==> src/rtl/fifo_reader.sv <==
// Read-side master for an 8-bit synchronous FIFO: issues read strobes, captures the
// returned word into a 2-entry skid buffer and presents it on a valid/ready stream.
// Optional macro FIFO_READER_COUNT_EN adds a 16-bit wrapping count of delivered words.
module fifo_reader #(
  parameter int DATA_W = 8
) (
  input  logic              clock,
  input  logic              reset,
  input  logic              enable,
  input  logic              fifo_empty,
  output logic              fifo_read_n,
  input  logic [DATA_W-1:0] fifo_data,
  output logic              m_valid,
  input  logic              m_ready,
  output logic [DATA_W-1:0] m_data,
  output logic              busy
`ifdef FIFO_READER_COUNT_EN
  ,
  output logic [15:0]       rd_count
`endif
);

  typedef enum logic [1:0] {
    ST_IDLE,
    ST_RUN,
    ST_FLUSH
  } state_e;

  state_e            state_q, state_d;
  logic [1:0]        occ_q, occ_d;
  logic              in_flight_q, in_flight_d;
  logic              m_valid_q, m_valid_d;
  logic [DATA_W-1:0] head_q, head_d;
  logic [DATA_W-1:0] tail_q, tail_d;

  logic              pop;
  logic [2:0]        pending;
  logic              read_ok;

  assign pop = m_valid_q & m_ready;

  // Words that will occupy the buffer after this edge if no new read is issued.
  assign pending = {1'b0, occ_q} + {2'b00, in_flight_q} - {2'b00, pop};
  assign read_ok = reset & (state_q == ST_RUN) & enable & ~fifo_empty & (pending < 3'd2);

  assign fifo_read_n = ~read_ok;
  assign in_flight_d = read_ok;

  // NOTE: every always_comb output gets a default first, so no path leaves it unassigned
  // and no latch is inferred.
  always_comb begin
    head_d = head_q;
    tail_d = tail_q;
    occ_d  = occ_q;
    unique case ({in_flight_q, pop})
      2'b10: begin
        if (occ_q == 2'd0) head_d = fifo_data;
        else               tail_d = fifo_data;
        occ_d = occ_q + 2'd1;
      end
      2'b01: begin
        head_d = tail_q;
        occ_d  = occ_q - 2'd1;
      end
      2'b11: begin
        if (occ_q == 2'd2) begin
          head_d = tail_q;
          tail_d = fifo_data;
        end else begin
          head_d = fifo_data;
        end
      end
      default: ;
    endcase
    m_valid_d = (occ_d != 2'd0);
  end

  always_comb begin
    state_d = state_q;
    unique case (state_q)
      ST_IDLE: begin
        if (enable) state_d = ST_RUN;
      end
      ST_RUN: begin
        if (!enable) state_d = ((occ_q != 2'd0) || in_flight_q) ? ST_FLUSH : ST_IDLE;
      end
      ST_FLUSH: begin
        if (enable)                                  state_d = ST_RUN;
        else if ((occ_q == 2'd0) && !in_flight_q)    state_d = ST_IDLE;
      end
      default: state_d = ST_IDLE;
    endcase
  end

  // NOTE: sequential state uses non-blocking assignments so every register samples
  // pre-edge values regardless of statement order.
  always_ff @(posedge clock or negedge reset) begin
    if (!reset) begin
      state_q     <= ST_IDLE;
      occ_q       <= 2'd0;
      in_flight_q <= 1'b0;
      m_valid_q   <= 1'b0;
      // NOTE: the two buffer entries are reset as well, since the head drives m_data
      // and must read 0 out of reset.
      head_q      <= '0;
      tail_q      <= '0;
    end else begin
      state_q     <= state_d;
      occ_q       <= occ_d;
      in_flight_q <= in_flight_d;
      m_valid_q   <= m_valid_d;
      head_q      <= head_d;
      tail_q      <= tail_d;
    end
  end

  assign m_valid = m_valid_q;
  assign m_data  = head_q;
  assign busy    = (state_q != ST_IDLE);

`ifdef FIFO_READER_COUNT_EN
  logic [15:0] rd_count_q;

  always_ff @(posedge clock or negedge reset) begin
    if (!reset)   rd_count_q <= 16'h0000;
    else if (pop) rd_count_q <= rd_count_q + 16'h0001;
  end

  assign rd_count = rd_count_q;
`endif

endmodule
==> config.mk <==
export PLATFORM = sky130hd
export DESIGN_NAME = fifo_reader
export DESIGN_NICKNAME = d
export VERILOG_FILES = /design/src/rtl/fifo_reader.sv
export SDC_FILE = /design/constraint.sdc
export NUM_CORES = 1
export LEC_CHECK = 0
export CORE_ASPECT_RATIO = 0.9
export CORE_MARGIN = 8
export CORE_UTILIZATION = 46
export CTS_BUF_LIST = sky130_fd_sc_hd__clkbuf_4 sky130_fd_sc_hd__clkbuf_8
export CTS_CLUSTER_SIZE = 28
export DETAILED_ROUTE_END_ITERATION = 8
export GPL_TIMING_DRIVEN = 0
export PLACE_DENSITY = 0.73
export SLEW_MARGIN = 25
export SYNTH_ARGS = -nofsm -noshare
export SYNTH_HDL_FRONTEND = slang
export SYNTH_SLANG_ARGS = --single-unit
==> constraint.sdc <==
create_clock -name clock -period 3.7 [get_ports clock]
set_input_delay 0.925 -clock clock [delete_from_list [all_inputs] [get_ports clock]]
set_output_delay 0.925 -clock clock [all_outputs]
set_load 0.01 [all_outputs]
# --- After elaboration in Yosys (flattened, before gate mapping) ---
# Cells that the tools add are included.
totals:
  regBits: 22
  in_bits: 13
op_classes:
  n_addsub: 4
  order_cmp: 1
  n_eq_ne: 12
  n_mux: 13
  bitwise: 7
  reduce_logical: 13
ops:
  columns: ["operator", "count"]
  rows:
  - ["$mux W8", 4]
  - ["$pmux W8 S3", 1]
  - ["$pmux W8 S2", 1]
  - ["$mux W2", 5]
  - ["$ne A2 B2 Y1 const B", 5]
  - ["$eq A2 B2 Y1 const B", 4]
  - ["$reduce_bool A2 Y1", 4]
  - ["$pmux W2 S3", 1]
  - ["$reduce_and A3 Y1", 2]
  - ["$and A1 B1 Y1", 5]
  - ["$eq A2 B1 Y1 const B", 2]
  - ["$logic_not A2 Y1", 2]
  - ["$pmux W2 S2", 1]
  - ["$add A2 B1 Y3", 1]
  - ["$lt A3 B2 Y1 const B", 1]
  - ["$ne A3 B3 Y1 const B", 1]
  - ["$reduce_bool A3 Y1", 1]
  - ["$sub A3 B1 Y3", 1]
  - ["$add A2 B1 Y2 const B", 1]
  - ["$not A1 Y1", 2]
  - ["$reduce_and A2 Y1", 1]
  - ["$sub A2 B1 Y2 const B", 1]
  - ["$logic_and A1 B1 Y1", 1]
  - ["$logic_not A1 Y1", 1]
  - ["$logic_or A1 B1 Y1", 1]

# --- Longest topological paths before layout ---
depth:
  word_depth: 6
  ltp_mapped: 9
  mapped_depth_nobuf: 9

# --- Worst setup path after synthesis ---
# OpenSTA, ideal clock, no wires.
synth_timing:
  path_kind: "input-to-output"
  from: "input port m_ready"
  to: "output port fifo_read_n"
  t_arrival_ps: 2672
  t_required_ps: 2775
  slack_ps: 103
  path_stages: 8
  n_path_buf: 0
  path_cell_list: "and2_1 -> ha_1 -> inv_1 -> ha_1 -> inv_1 -> fa_1 -> nand2b_1 -> or4_1"
synth_via:
  elab_chain_len: 5
synth_rtl:
  columns: ["element", "line_no", "text"]
  rows:
  - ["start: declaration", "14", "input logic m_ready,"]
  - ["$and A1 B1 Y1", "40", "assign pop = m_valid_q & m_ready;"]
  - ["$sub A3 B1 Y3", "43", "assign pending = {1'b0, occ_q} + {2'b00, in_flight_q} - {2'b00, pop};"]
  - ["$lt A3 B2 Y1", "44", "assign read_ok = reset & (state_q == ST_RUN) & enable & ~fifo_empty & (pending < 3'd2);"]
  - ["$and A1 B1 Y1", "44", null]
  - ["$not A1 Y1", "46", "assign fifo_read_n = ~read_ok;"]
  - ["end: declaration", "11", "output logic fifo_read_n,"]
# Every way passes these cells.

# --- Worst setup path after layout ---
# Ends and elaborated chain as after synthesis.

==> run_results.csv <==
group,metric,value,unit
synth,syn-num-nets,124,
routing,drtPass1Iterations,4,
synth,yosysSeqAreaShare,0.488,
clock_network,cts_buffers,3,
setup_path,crit_chain,"buf_6, and2_4, ha_4, inv_4, ha_4, inv_2, fa_1, nand2b_1, or4_4, buf_6",
layout,regArea,551,um2
placed_design,port_buffers,23,
power_and_ir_drop,power_density,685,nW/um2
global_route,grt_pass1_vias,874,
setup_path,cp-startpoint,"m_ready",
global_route,grt_max_degree,24,
synth,synth-compound-area-share,0.160,
placed_design,dpl_cell_area,1390,um2
synth,synth-xor-area-share,0.0155,
worst_hold_path,hold_path.class,"flip-flop to flip-flop",
synth,syn_avg_cell_area,10.8,um2
timing,finalHoldViolations,0,
timing,slew_headroom,0.675,
synth,yosys_warnings,0,
layout,multi_input_area,553,um2
layout,drive_gt1_frac,0.221,
routing,drt_iter0_markers,45,
routing,drc,0,
timing,finalMaxSlewViolations,0,
global_route,track_usage,0.122,
floorplan,start_util,0.473,
global_route,grt_antenna_before_repair,0,
routing,vias,879,
synth,synthAdderAreaFrac,0.0844,
routing,final_antenna_net_count,0,
layout,final_common_cell,"dfrtp_1",
layout,design_area,1450,um2
floorplan,num_io_pins,24,
clock_network,clock_sinks,22,
floorplan,die_w,68.2,um
clock_network,cts_tree,"yes",
routing,viasPerCell,5.53,
layout,num_antenna_cells,0,
setup_path,startpoint_type,"input port",
layout,layout_common_cells,"dfrtp_1 (22), clkdlybuf4s50_1 (20), o21ai_0 (9)",
clock_network,clk_pin_slew_worst_paths,0.12,ns
setup_path,r2r_end,"in_flight_q",
placed_design,hpwl,1810,um
timing,setup_viol,0,
floorplan,fp.dieH,63.0,um
setup_path,reg2reg_depth,9,
setup_path,rr_startpoint,"in_flight_q",
setup_path,rrSetupSlack,1.52,ns
timing,rsz0062_at_grt,"yes",
placed_design,place_inst,155,
timing,min_period_over_period,0.987,
setup_path,max_stage_delay,0.49,ns
synth,synthMuxAreaShare,0.0799,
setup_path,critPathKind,"input port to output pin",
clock_network,ctsLongestPathBuffers,2,
routing,routed_wl,2320,um
setup_path,endpoint,"fifo_read_n",
timing,tightest_slew,0.487,ns
synth,synth_cells,104,
run,maxCapViolCount,0,
outcome,outcome,"finished, final reports clean",
synth,synth_top_family_by_area,"compound AO/OA/AOI/OAI gates",
routing,wire_per_inst,14.6,um
global_route,overflow,0,
setup_path,crit_slowest_cell,"or4_4",
timing,min_period,3.65,ns
setup_path,end_kind,"output pin",
floorplan,dieArea,4290,um2
synth,syn_area,1130,um2
floorplan,row_count,17,
clock_network,cts_htree_levels,1,
layout,final_util,0.610,
setup_path,cp_data_arrival_time,2.73,ns
clock_network,clkLatencyLatePin,0.31,ns
clock_network,hold_buffers,0,
timing,tns,0,ns
layout,final_cells,159,
layout,nets,153,
synth,ys_types,29,
placed_design,gp_congestion,0.758,
timing,max_freq,274,MHz
layout,fillers,203,
synth,synth-simple-area-share,0.123,
clock_network,cts_root_buf,"clkbuf_4",
synth,ys_ff_latch,22,
power_and_ir_drop,ir_worst_vdd,450,uV
floorplan,core,2380,um2
global_route,grt_pass1_wl,4160,um
setup_path,cp_max_fo,3,
power_and_ir_drop,leakage,0.624,nW
setup_path,required,2.77,ns
layout,area_delta_synth_final,29.0,%
timing,clock_skew,0.0106,ns
==> worst max-delay path, delay by kind of cell <==
kind | cells | cell delay (ns)
adder cells (fa/ha/maj) | 3 | 0.81
AND/OR/NAND/NOR | 3 | 0.68
buffers and inverters | 4 | 0.31
==> where the power goes <==
part	switching, mW	internal [mW]	leakage (nW)
logic	0.222	0.259	0.340
registers	0.0609	0.347	0.269
clock network	0.0675	0.0380	0.0138
total	0.351	0.645	0.624
==> sequential cells by signal, summed over array words and instances, names as in the netlist <==
name         count
m_data           8
m_valid          1
tail_q           8
state_q          2
occ_q            2
in_flight_q      1
==> repair_timing <==
item | 4_1_cts | 5_1_grt
setup buffers | 1 | 0
pin swaps | 3 | 3
endpoints found under the setup margin | 1 | 1
gates resized for setup | 18 | 1
==> cells in the mapped netlist, drive strengths merged <==
master / n / area, um2
dfrtp: 22 / 551
a211oi: 1 / 20.0
fa: 1 / 20.0
a221oi: 1 / 8.76
or2: 1 / 6.26
and3b: 1 / 8.76
ha: 6 / 75.1
a21oi: 8 / 40.0
or4: 1 / 7.51
nand3b: 2 / 15.0
a21boi: 1 / 7.51
buf: 4 / 25.0
and2: 2 / 12.5
inv: 5 / 18.8
clkinv: 1 / 3.75
xnor2: 1 / 8.76
xor2: 1 / 8.76
mux2: 8 / 90.1
o21ai: 10 / 53.8
a31oi: 8 / 50.1
nand3: 8 / 40.0
nand2b: 4 / 25.0
nand2: 2 / 7.51
clkbuf: 2 / 7.51
nor2: 2 / 10.0
or3: 1 / 6.26
==> logic make-up (layout without fill, tap and decap cells) <==
family / count (synthesis) / count (layout)
adders and majority gates: 7 / 7
DFF: 22 / 22
xor gates and xnor gates: 2 / 2
buffers and inverters: 12 / 39
muxes: 8 / 8
AOI/OAI and AO/OA: 29 / 29
and+or+nand+nor: 24 / 24
==> worst min-delay path by stage <==
stage / from / to / slack [ns] / cells past startpoint
floorplan: state_q[0] / state_q[0] / 0.46 / 1
global placement: state_q[1] / state_q[0] / 0.47 / 1
detailed placement: state_q[1] / state_q[0] / 0.49 / 1
CTS: state_q[1] / state_q[0] / 0.51 / 1
global route: tail_q[1] / tail_q[1] / 0.53 / 1
finish: state_q[0] / state_q[0] / 0.51 / 1
==> metrics by stage <==
| step | power (mW) | worst slack, ns | hold slack, ns |
|---|---|---|---|
| final | 0.996 | 0.0464 | 0.508 |
| after global routing | 1.09 | -0.0215 | 0.527 |
| after CTS | 1.00 | -0.0672 | 0.505 |
| after detailed placement | 0.868 | -0.902 | 0.486 |
| after global placement | 0.847 | -0.845 | 0.469 |
| after floorplan | 0.676 | 0.103 | 0.459 |
==> area by class of cell <==
| class | instances | share of cell area |
|---|---|---|
| multi-input cells | 70 | 0.380 |
| inverters | 6 | 0.0172 |
| clock buffers | 3 | 0.0155 |
| repair buffers | 24 | 0.162 |
| flip-flops and latches | 22 | 0.379 |
| well taps | 28 | 0.0241 |
| plain buffers | 6 | 0.0224 |
==> routing by layer <==
| layer | vias to the layer above | share of wire | global-route usage |
|---|---|---|---|
| li1 | 424 | - | - |
| met1 | 429 | 0.45 | 0.159 |
| met2 | 24 | 0.48 | 0.186 |
| met3 | 2 | 0.063 | 0.0358 |
| met4 | 0 | 0.013 | 0.0409 |
| met5 | - | 0 | 0 |
No activity file was read; power rests on OpenSTA's default activity.
